$ cat src/rtl/issue_ctrl.sv
// Instruction issue queue: circular FIFO between fetch and decode with an optional
// load-use hazard stall on the queue head (enabled by defining ISSUE_CTRL_HAZARD_EN).
module issue_ctrl #(
  parameter int DEPTH = 4
) (
  input  logic                     clk,
  input  logic                     rst_n,
  input  logic                     f_valid,
  input  logic [31:0]              f_ins,
  output logic                     f_ready,
  input  logic                     flush,
  input  logic                     ex_is_load,
  input  logic [4:0]               ex_rd,
  output logic                     d_valid,
  output logic [31:0]              d_ins,
  input  logic                     d_ready,
  output logic                     stall,
  output logic [$clog2(DEPTH):0]   count,
  output logic [15:0]              stall_cnt
);

  localparam int AW = $clog2(DEPTH);
  localparam int CW = AW + 1;
  localparam logic [CW-1:0] FULL_CNT = CW'(DEPTH);
  localparam logic [CW-1:0] CNT_ONE  = CW'(1);
  localparam logic [AW-1:0] PTR_ONE  = AW'(1);
  localparam logic [31:0]   NOP_INS  = 32'h0000_0013;

  logic [31:0]   r_mem [DEPTH];
  logic [AW-1:0] r_wr_ptr;
  logic [AW-1:0] r_rd_ptr;
  logic [CW-1:0] r_count;

  logic          w_empty;
  logic          w_push;
  logic          w_pop;
  logic          w_stall;
  logic [31:0]   w_head;

  assign w_empty = (r_count == {CW{1'b0}});
  assign w_head  = r_mem[r_rd_ptr];

  // No bypass: readiness depends only on occupancy, never on the consumer.
  assign f_ready = (r_count < FULL_CNT);
  assign w_push  = f_valid & f_ready & ~flush;
  assign d_valid = ~w_empty & ~w_stall & ~flush;
  assign w_pop   = d_valid & d_ready;

  assign d_ins   = w_empty ? NOP_INS : w_head;
  assign count   = r_count;
  assign stall   = w_stall;

  // Entry storage; contents are meaningless until the pointers say otherwise.
  always_ff @(posedge clk) begin
    if (w_push) begin
      r_mem[r_wr_ptr] <= f_ins;
    end
  end

  // Pointers and occupancy; flush wins over any same-cycle push or pop.
  always_ff @(posedge clk or negedge rst_n) begin
    if (!rst_n) begin
      r_wr_ptr <= {AW{1'b0}};
      r_rd_ptr <= {AW{1'b0}};
      r_count  <= {CW{1'b0}};
    end else if (flush) begin
      r_wr_ptr <= {AW{1'b0}};
      r_rd_ptr <= {AW{1'b0}};
      r_count  <= {CW{1'b0}};
    end else begin
      if (w_push) begin
        r_wr_ptr <= r_wr_ptr + PTR_ONE;
      end
      if (w_pop) begin
        r_rd_ptr <= r_rd_ptr + PTR_ONE;
      end
      case ({w_push, w_pop})
        2'b10:   r_count <= r_count + CNT_ONE;
        2'b01:   r_count <= r_count - CNT_ONE;
        default: r_count <= r_count;
      endcase
    end
  end

`ifdef ISSUE_CTRL_HAZARD_EN
  logic [15:0] r_stall_cnt;
  logic        w_rs1_hit;
  logic        w_rs2_hit;

  function automatic logic f_uses_rs1(input logic [6:0] op);
    case (op)
      7'b0110111, 7'b0010111, 7'b1101111: f_uses_rs1 = 1'b0;
      default:                            f_uses_rs1 = 1'b1;
    endcase
  endfunction

  function automatic logic f_uses_rs2(input logic [6:0] op);
    case (op)
      7'b0110011, 7'b0100011, 7'b1100011: f_uses_rs2 = 1'b1;
      default:                            f_uses_rs2 = 1'b0;
    endcase
  endfunction

  assign w_rs1_hit = f_uses_rs1(w_head[6:0]) && (w_head[19:15] == ex_rd);
  assign w_rs2_hit = f_uses_rs2(w_head[6:0]) && (w_head[24:20] == ex_rd);
  assign w_stall   = ~w_empty & ex_is_load & (ex_rd != 5'd0) & (w_rs1_hit | w_rs2_hit);
  assign stall_cnt = r_stall_cnt;

  // Saturating stall counter; survives flush, cleared only by reset.
  always_ff @(posedge clk or negedge rst_n) begin
    if (!rst_n) begin
      r_stall_cnt <= 16'h0000;
    end else if (w_stall && (r_stall_cnt != 16'hFFFF)) begin
      r_stall_cnt <= r_stall_cnt + 16'h0001;
    end
  end
`else
  logic w_unused_hazard;

  assign w_unused_hazard = &{1'b0, ex_is_load, ex_rd};
  assign w_stall         = 1'b0;
  assign stall_cnt       = 16'h0000;
`endif

endmodule
$ cat config.mk
export PLATFORM = sky130hd
export DESIGN_NAME = issue_ctrl
export DESIGN_NICKNAME = d
export VERILOG_FILES = /design/src/rtl/issue_ctrl.sv
export SDC_FILE = /design/constraint.sdc
export NUM_CORES = 1
export LEC_CHECK = 0
export BUFFER_PORTS_ARGS = -buffer_cell sky130_fd_sc_hd__buf_2
export CELL_PAD_IN_SITES_DETAIL_PLACEMENT = 0
export CELL_PAD_IN_SITES_GLOBAL_PLACEMENT = 1
export CORE_ASPECT_RATIO = 0.75
export CORE_MARGIN = 2
export CORE_UTILIZATION = 39
export CTS_BUF_LIST = sky130_fd_sc_hd__clkbuf_4 sky130_fd_sc_hd__clkbuf_8
export CTS_CLUSTER_DIAMETER = 120
export CTS_CLUSTER_SIZE = 40
export DETAILED_ROUTE_END_ITERATION = 8
export GPL_ROUTABILITY_DRIVEN = 0
export PLACE_DENSITY_LB_ADDON = 0.1
export SYNTH_ARGS = -nofsm -noshare
export SYNTH_HDL_FRONTEND = slang
export SYNTH_SLANG_ARGS = --single-unit
$ cat constraint.sdc
create_clock -name clk -period 6 [get_ports clk]
set_input_delay 0.6 -clock clk [delete_from_list [all_inputs] [get_ports clk]]
set_output_delay 0.6 -clock clk [all_outputs]
set_load 0.01 [all_outputs]
==> results of run 1 <==
synth_stat cells:
master	instances	area (um^2)
edfxtp_1	128	3844
mux4_2	32	720.7
nor2b_1	27	168.9
buf_4	17	127.6
buf_2	7	35.03
dfrtp_1	7	175.2
nand2_1	6	22.52
nor2_1	6	22.52
and2_1	4	25.02
ha_1	4	50.05
inv_1	4	15.01
and2b_1	3	22.52
buf_6	3	33.78
clkbuf_1	3	11.26
o21ai_0	3	15.01
or2_1	3	18.77
xor2_1	3	26.28
a31oi_1	2	12.51
mux2i_1	2	20.02
nand2b_1	2	12.51
nand3_1	2	10.01
xnor2_1	2	17.52
a21oi_1	1	5.000
a221oi_1	1	8.760
conb_1	1	3.750
fa_1	1	20.02
nand2b_4	1	13.76
nand3b_1	1	7.510
nor3_1	1	5.000
nor3_2	1	10.01
or4_1	1	7.510
layout by cell type (no fill, tap or decap), types with 4 or more instances in the layout:
| cell type | n |
|---|---|
| edfxtp_1 | 128 |
| buf_2 | 73 |
| mux4_2 | 32 |
| nor2b_1 | 27 |
| conb_1 | 17 |
| clkbuf_8 | 17 |
| nor2_1 | 6 |
| nand2_1 | 6 |
| bufinv_16 | 5 |
| dfrtp_1 | 5 |
| inv_1 | 4 |
| and2_2 | 4 |
| ha_1 | 4 |
| clkinvlp_4 | 4 |
final timing paths:
path                             start           to  slack, ns  cells past startpoint
hold reg to reg            r_wr_ptr[1]  r_wr_ptr[1]       0.58                      2
setup / recovery           r_rd_ptr[0]     d_ins[0]       2.86                      4
hold / removal                f_ins[6]  r_mem[2][6]       0.38                      1
min in group asynchronous        rst_n     count[1]       0.54                      2
setup reg to reg              count[2]  r_mem[0][7]       3.83                      3
max in group asynchronous        rst_n  r_rd_ptr[1]       5.27                      2
cells by family (layout without fill, tap and decap cells):
kind of cell,Yosys count,count (layout),synth area share
flip-flops,135,135,0.7323
AND/OR/NAND/NOR,58,58,0.06315
multiplexers,34,34,0.1350
buffers and inverters,34,112,0.04058
AO/OA/AOI/OAI,7,7,0.007522
adder cells (fa/ha/maj),5,5,0.01277
XOR/XNOR,5,5,0.007981
other,1,17,0.0006833
cell type report:
cell class                 count  area, um^2  share of cell area
inverter                       4       15.01            0.002336
tap                          175       219.0             0.03406
clock buffer                  18       241.5             0.03756
sequential                   135        4021              0.6255
multi-input combinational    126        1318              0.2049
timing repair buffer          76       390.4             0.06072
clock inverter                14       224.0             0.03484
per-layer routing:
layer | track usage | share of wire
met5 | 0 | 0
met1 | 0.1828 | 0.46
met3 | 0.04690 | 0.047
met4 | 0.06214 | 0.0092
met2 | 0.2254 | 0.49
flip-flops by register name (all words and copies together), names as in the netlist:
name	cells
r_mem	128
r_rd_ptr	2
r_wr_ptr	2
count	3
power by group through the flow:
stage / Sequential (mW) / Combinational, mW / Clock [mW]
floorplan: 1.10 / 0.172 / 0
global placement: 1.11 / 0.238 / 0
detailed placement: 1.11 / 0.240 / 0
CTS: 1.09 / 0.241 / 0.881
global route: 1.09 / 0.258 / 0.926
finish: 1.09 / 0.234 / 0.857
stage by stage:
| stage | worst slack, ns | instances | total power [mW] | instance area (um^2) | util |
|---|---|---|---|---|---|
| 6_report | 2.859 | 548 | 2.179 | 6429 | 0.4676 |
| 5_1_grt | 2.614 | 548 | 2.276 | 6429 | 0.4676 |
| 4_1_cts | 2.713 | 548 | 2.212 | 6429 | 0.4676 |
| 3_5_place_dp | 3.201 | 515 | 1.351 | 5953 | 0.4330 |
| 3_3_place_gp | 3.243 | 515 | 1.347 | 5953 | 0.4330 |
| 2_1_floorplan | 3.799 | 295 | 1.268 | 5548 | - |
timing repair:
action,CTS,global route
setup endpoints to repair,0,0
endpoints found under the hold margin,7,0
setup buffers,0,0
hold buffers,1,0
==> summary.txt, run 1 <==
Status
  • Status: finished clean

Floorplan
  • Core box area: 13750 um^2
  • Die area: 15050 um^2
  • Cell Rows: 37
  • Vert. Die Dim: 106.7 um
  • Die X: 141.0 um
  • IO Count: 97
  • Initial Util: 0.3991

STA
  • Period utilisation layout: 0.5235
  • RSZ-0062 raised after global routing: no
  • Hold slack final: 0.3794 ns
  • Max Clock Freq: 318.4 MHz
  • Setup_tns: 0 ns
  • Final Max Slew Viols: 0
  • Final setup viols: 0
  • Clock Skew: 0.007091 ns
  • Slew headroom: 0.3671
  • Tightest Pin Transition: 0.9493 ns
  • Hold Violations, Final: 0
  • Fin crit period: 3.141 ns

Worst setup path
  • Crit path buf inv count: 2
  • Setup CP Type: reg2out
  • Setup crit start kind: register
  • Crit path cell chain: buf_4 -> mux4_2 -> or2_1 -> buf_2
  • CP max FO: 20
  • Required @ worst endpoint: 5.40 ns
  • Slowest-stage cell, CP: dfrtp_2
  • Cell family with most CP delay: flip-flops
  • Worst setup EP type: output pin
  • Slowest stage delay, CP: 0.68 ns
  • CP Data Arrival Time: 2.54 ns

GRT
  • Initial antenna violation count: 0
  • GRT Overall Usage: 0.1429
  • First-pass GRT wire length: 15300 um
  • Pin count of the biggest net entering global routing: 35
  • GRT overflow: 0
  • Vias in the first global route: 2683

Pwr
  • Sequential fraction of design power: 0.499
  • NetSw: 0.5003 mW
  • Int Power: 1.679 mW
  • Combinational power share: 0.107
  • Switching Share: 0.2296
  • PwrDens: 339.0 nW/um^2
  • Clock power share: 0.393
  • Maximum vdd ir drop: 142.1 uV
  • P_leak: 2.245 nW

Drt
  • Drt wl/cell: 18.19 um
  • Vias: 2630
  • Detailed Routing Iterations Pass 1: 4
  • Starting DRT DRC Count: 159
  • Via density: 4.799
  • DRC viols: 0
  • Drt total wl: 9970 um
  • Post-DRT Antenna Nets: 0

Logic synthesis
  • Synth cell types: 31
  • Register area share after synthesis: 0.7323
  • Seq cells post-synth: 135
  • Syn Inst Count: 279
  • Synthesized area per cell: 19.67 um^2
  • Yosys warns: 0
  • Synthesized cell area: 5488 um^2

Clock network
  • Root Buffer: clkbuf_8
  • CTS tree: built
  • CTS Buffer Depth: 2
  • TritonCTS Buffers: 17
  • CTS H-tree lvls: 4
  • CTS clk-pin slew, worst paths: 0.08 ns
  • Clock sink count: 135
  • # resized after CTS: 0
  • Clk Latency, worst-skew pair: 0.43 ns

Job
  • Max Cap Viol: 0

Cells and area
  • Share of layout cells above drive strength 1: 0.3941
  • # fillers: 1178
  • Area growth syn-to-layout: 17.15%
  • Fin nets: 408
  • N_diodes: 0

Placement
  • Hpwl dp: 5644 um
  • Port Buffer Count: 73

Worst hold path
  • Hold WC Path Type: in2reg
Note: power is estimated with default switching activity, not from simulation.
==> run 2, diff against run 1 <==
- clock period: 6 -> 2.6 ns (I/O delays scaled with it)
==> run 2 against run 1 <==
Register-to-register slack got worse by 3.4 ns. Die area unchanged. Sequential share of layout area is 0.72 points lower. Clock power is 110% higher. Power increased by 120%. Count of clock-buffer cells in the layout is 1 lower. Critical endpoint is now d_ins[25]. Highest routed layer is now met5.
==> summary.txt, run 2 (synthesis results as in run 1) <==
STA
  • Setup_tns: 0 ns (unchanged)
  • Fin crit period: 2.222 ns
  • Final setup viols: 0 (unchanged)
  • Period utilisation layout: 0.8546
  • Hold slack final: 0.04684 ns (was 0.3794 ns)
  • Max Clock Freq: 450.1 MHz
  • Clock Skew: 0.006829 ns (was 0.007091 ns)
  • Hold Violations, Final: 0 (unchanged)
  • Final Max Slew Viols: 0 (unchanged)
  • RSZ-0062 raised after global routing: no (unchanged)

GRT
  • Pin count of the biggest net entering global routing: 35 (unchanged)
  • First-pass GRT wire length: 15470 um (was 15300 um)
  • Initial antenna violation count: 1 (was 0)
  • GRT Overall Usage: 0.1421 (was 0.1429)
  • Vias in the first global route: 2740 (was 2683)
  • GRT overflow: 0 (unchanged)

Worst hold path
  • Hold WC Path Type: in2reg (unchanged)
  • Hold depth: 1 (unchanged)

Worst setup path
  • Worst reg2reg path depth: 5 (was 3)
  • Required @ worst endpoint: 2.34 ns (was 5.40 ns)
  • Setup crit start kind: register (unchanged)
  • CP Data Arrival Time: 1.96 ns (was 2.54 ns)
  • Setup CP Type: reg2out (unchanged)
  • Worst setup EP type: output pin (unchanged)
  • CP max FO: 17 (was 20)

Cells and area
  • Share of layout cells above drive strength 1: 0.4053 (was 0.3941)
  • Fin nets: 415 (was 408)
  • Most frequent cells in the layout: edfxtp_1 (128), buf_2 (73), mux4_2 (32) (unchanged)
  • Commonest non-fill, non-tap cell in the layout: edfxtp_1 (unchanged)
  • N_diodes: 0 (unchanged)
  • Max reg flops: 128 (unchanged)
  • Largest Register: r_mem (unchanged)
  • Area growth syn-to-layout: 18.51% (was 17.15%)

Drt
  • Starting DRT DRC Count: 132 (was 159)
  • Drt wl/cell: 18.21 um (was 18.19 um)
  • Vias: 2709 (was 2630)
  • DRC viols: 0 (unchanged)
  • Drt total wl: 10110 um (was 9970 um)
  • Detailed Routing Iterations Pass 1: 5 (was 4)
  • Via density: 4.881 (was 4.799)
  • Post-DRT Antenna Nets: 0 (unchanged)

Clock network
  • Clk Latency, worst-skew pair: 0.42 ns (was 0.43 ns)
  • Clock sink count: 135 (unchanged)
  • CTS tree: built (unchanged)
  • Root Buffer: clkbuf_8 (unchanged)
  • CTS clk-pin slew, worst paths: 0.08 ns (about the same)
  • CTS H-tree lvls: 4 (unchanged)
  • # resized after CTS: 0 (unchanged)
  • CTS Buffer Depth: 2 (unchanged)
  • TritonCTS Buffers: 17 (unchanged)

Floorplan
  • Die X: 141.0 um (unchanged)
  • Core box area: 13750 um^2 (unchanged)
  • Vert. Die Dim: 106.7 um (unchanged)
  • IO Count: 97 (unchanged)
  • Die area: 15050 um^2 (unchanged)
  • Initial Util: 0.3991 (unchanged)
  • Cell Rows: 37 (unchanged)

Job
  • Max Cap Viol: 0 (unchanged)

Pwr
  • PwrDens: 743.8 nW/um^2 (was 339.0 nW/um^2)
  • P_leak: 2.279 nW (was 2.245 nW)
  • Maximum vdd ir drop: 336.1 uV (was 142.1 uV)

Placement
  • Port Buffer Count: 73 (unchanged)
  • Hpwl dp: 6105 um (was 5644 um)

Status
  • Status: finished clean (unchanged)
[run 2: final cells by class]
cell class                 instances  area (um^2)
clock buffer                      17        234.0
clock inverter                    15        178.9
fill                            1170         7246
inverter                           4        15.01
multi-input combinational        126         1318
sequential                       135         4021
tap                              175        219.0
timing repair buffer              83        518.0
[run 2: worst max-delay path, cell delays in order, from the launching register on]
cell and delay, ns:
dfrtp_2 0.67, buf_12 0.23, mux4_2 0.31, nor2b_1 0.16, buf_2 0.16
[run 2: path summary, 6_finish.rpt]
check / startpoint / endpoint / slack [ns]
hold reg to reg: r_wr_ptr[1] / r_wr_ptr[1] / 0.59
setup reg to reg: count[2] / count[2] / 0.44
min in group asynchronous: rst_n / count[1] / 0.20
setup / recovery: r_rd_ptr[1] / d_ins[25] / 0.38
hold / removal: f_ins[29] / r_mem[2][29] / 0.05
max in group asynchronous: rst_n / r_rd_ptr[1] / 2.21
[run 2: metal layers]
metal	part of all wire	global-route usage	vias to the layer above	routed length [um]
met1	0.48	0.1890	1377	4807
met4	0.010	0.04929	2	105
li1	-	-	1231	-
met3	0.055	0.05181	13	555
met2	0.46	0.2181	86	4630
met5	0.0011	0	-	11
[run 2: stage by stage]
stage / setup slack, ns / area, um^2 / power (mW) / instances / utilization
5_1_grt: 0.2241 / 6504 / 5.054 / 555 / 0.4730
3_3_place_gp: 0.5061 / 6081 / 3.139 / 522 / 0.4423
2_1_floorplan: 0.3992 / 5548 / 2.926 / 295 / -
3_5_place_dp: 0.4838 / 6081 / 3.142 / 522 / 0.4423
4_1_cts: 0.3081 / 6504 / 4.907 / 555 / 0.4730
6_report: 0.3781 / 6504 / 4.837 / 555 / 0.4730
[run 2: repair_timing]
action,CTS,global route
buffers inserted,0,0
hold buffers,1,0
endpoints found under the hold margin,7,0
[run 2: power by group]
part           total, mW  switching (mW)  leakage (nW)  internal [mW]
clock               1.76           0.807         0.198          0.952
combinational      0.589           0.311         0.827          0.278
sequential          2.49          0.0335          1.25           2.46
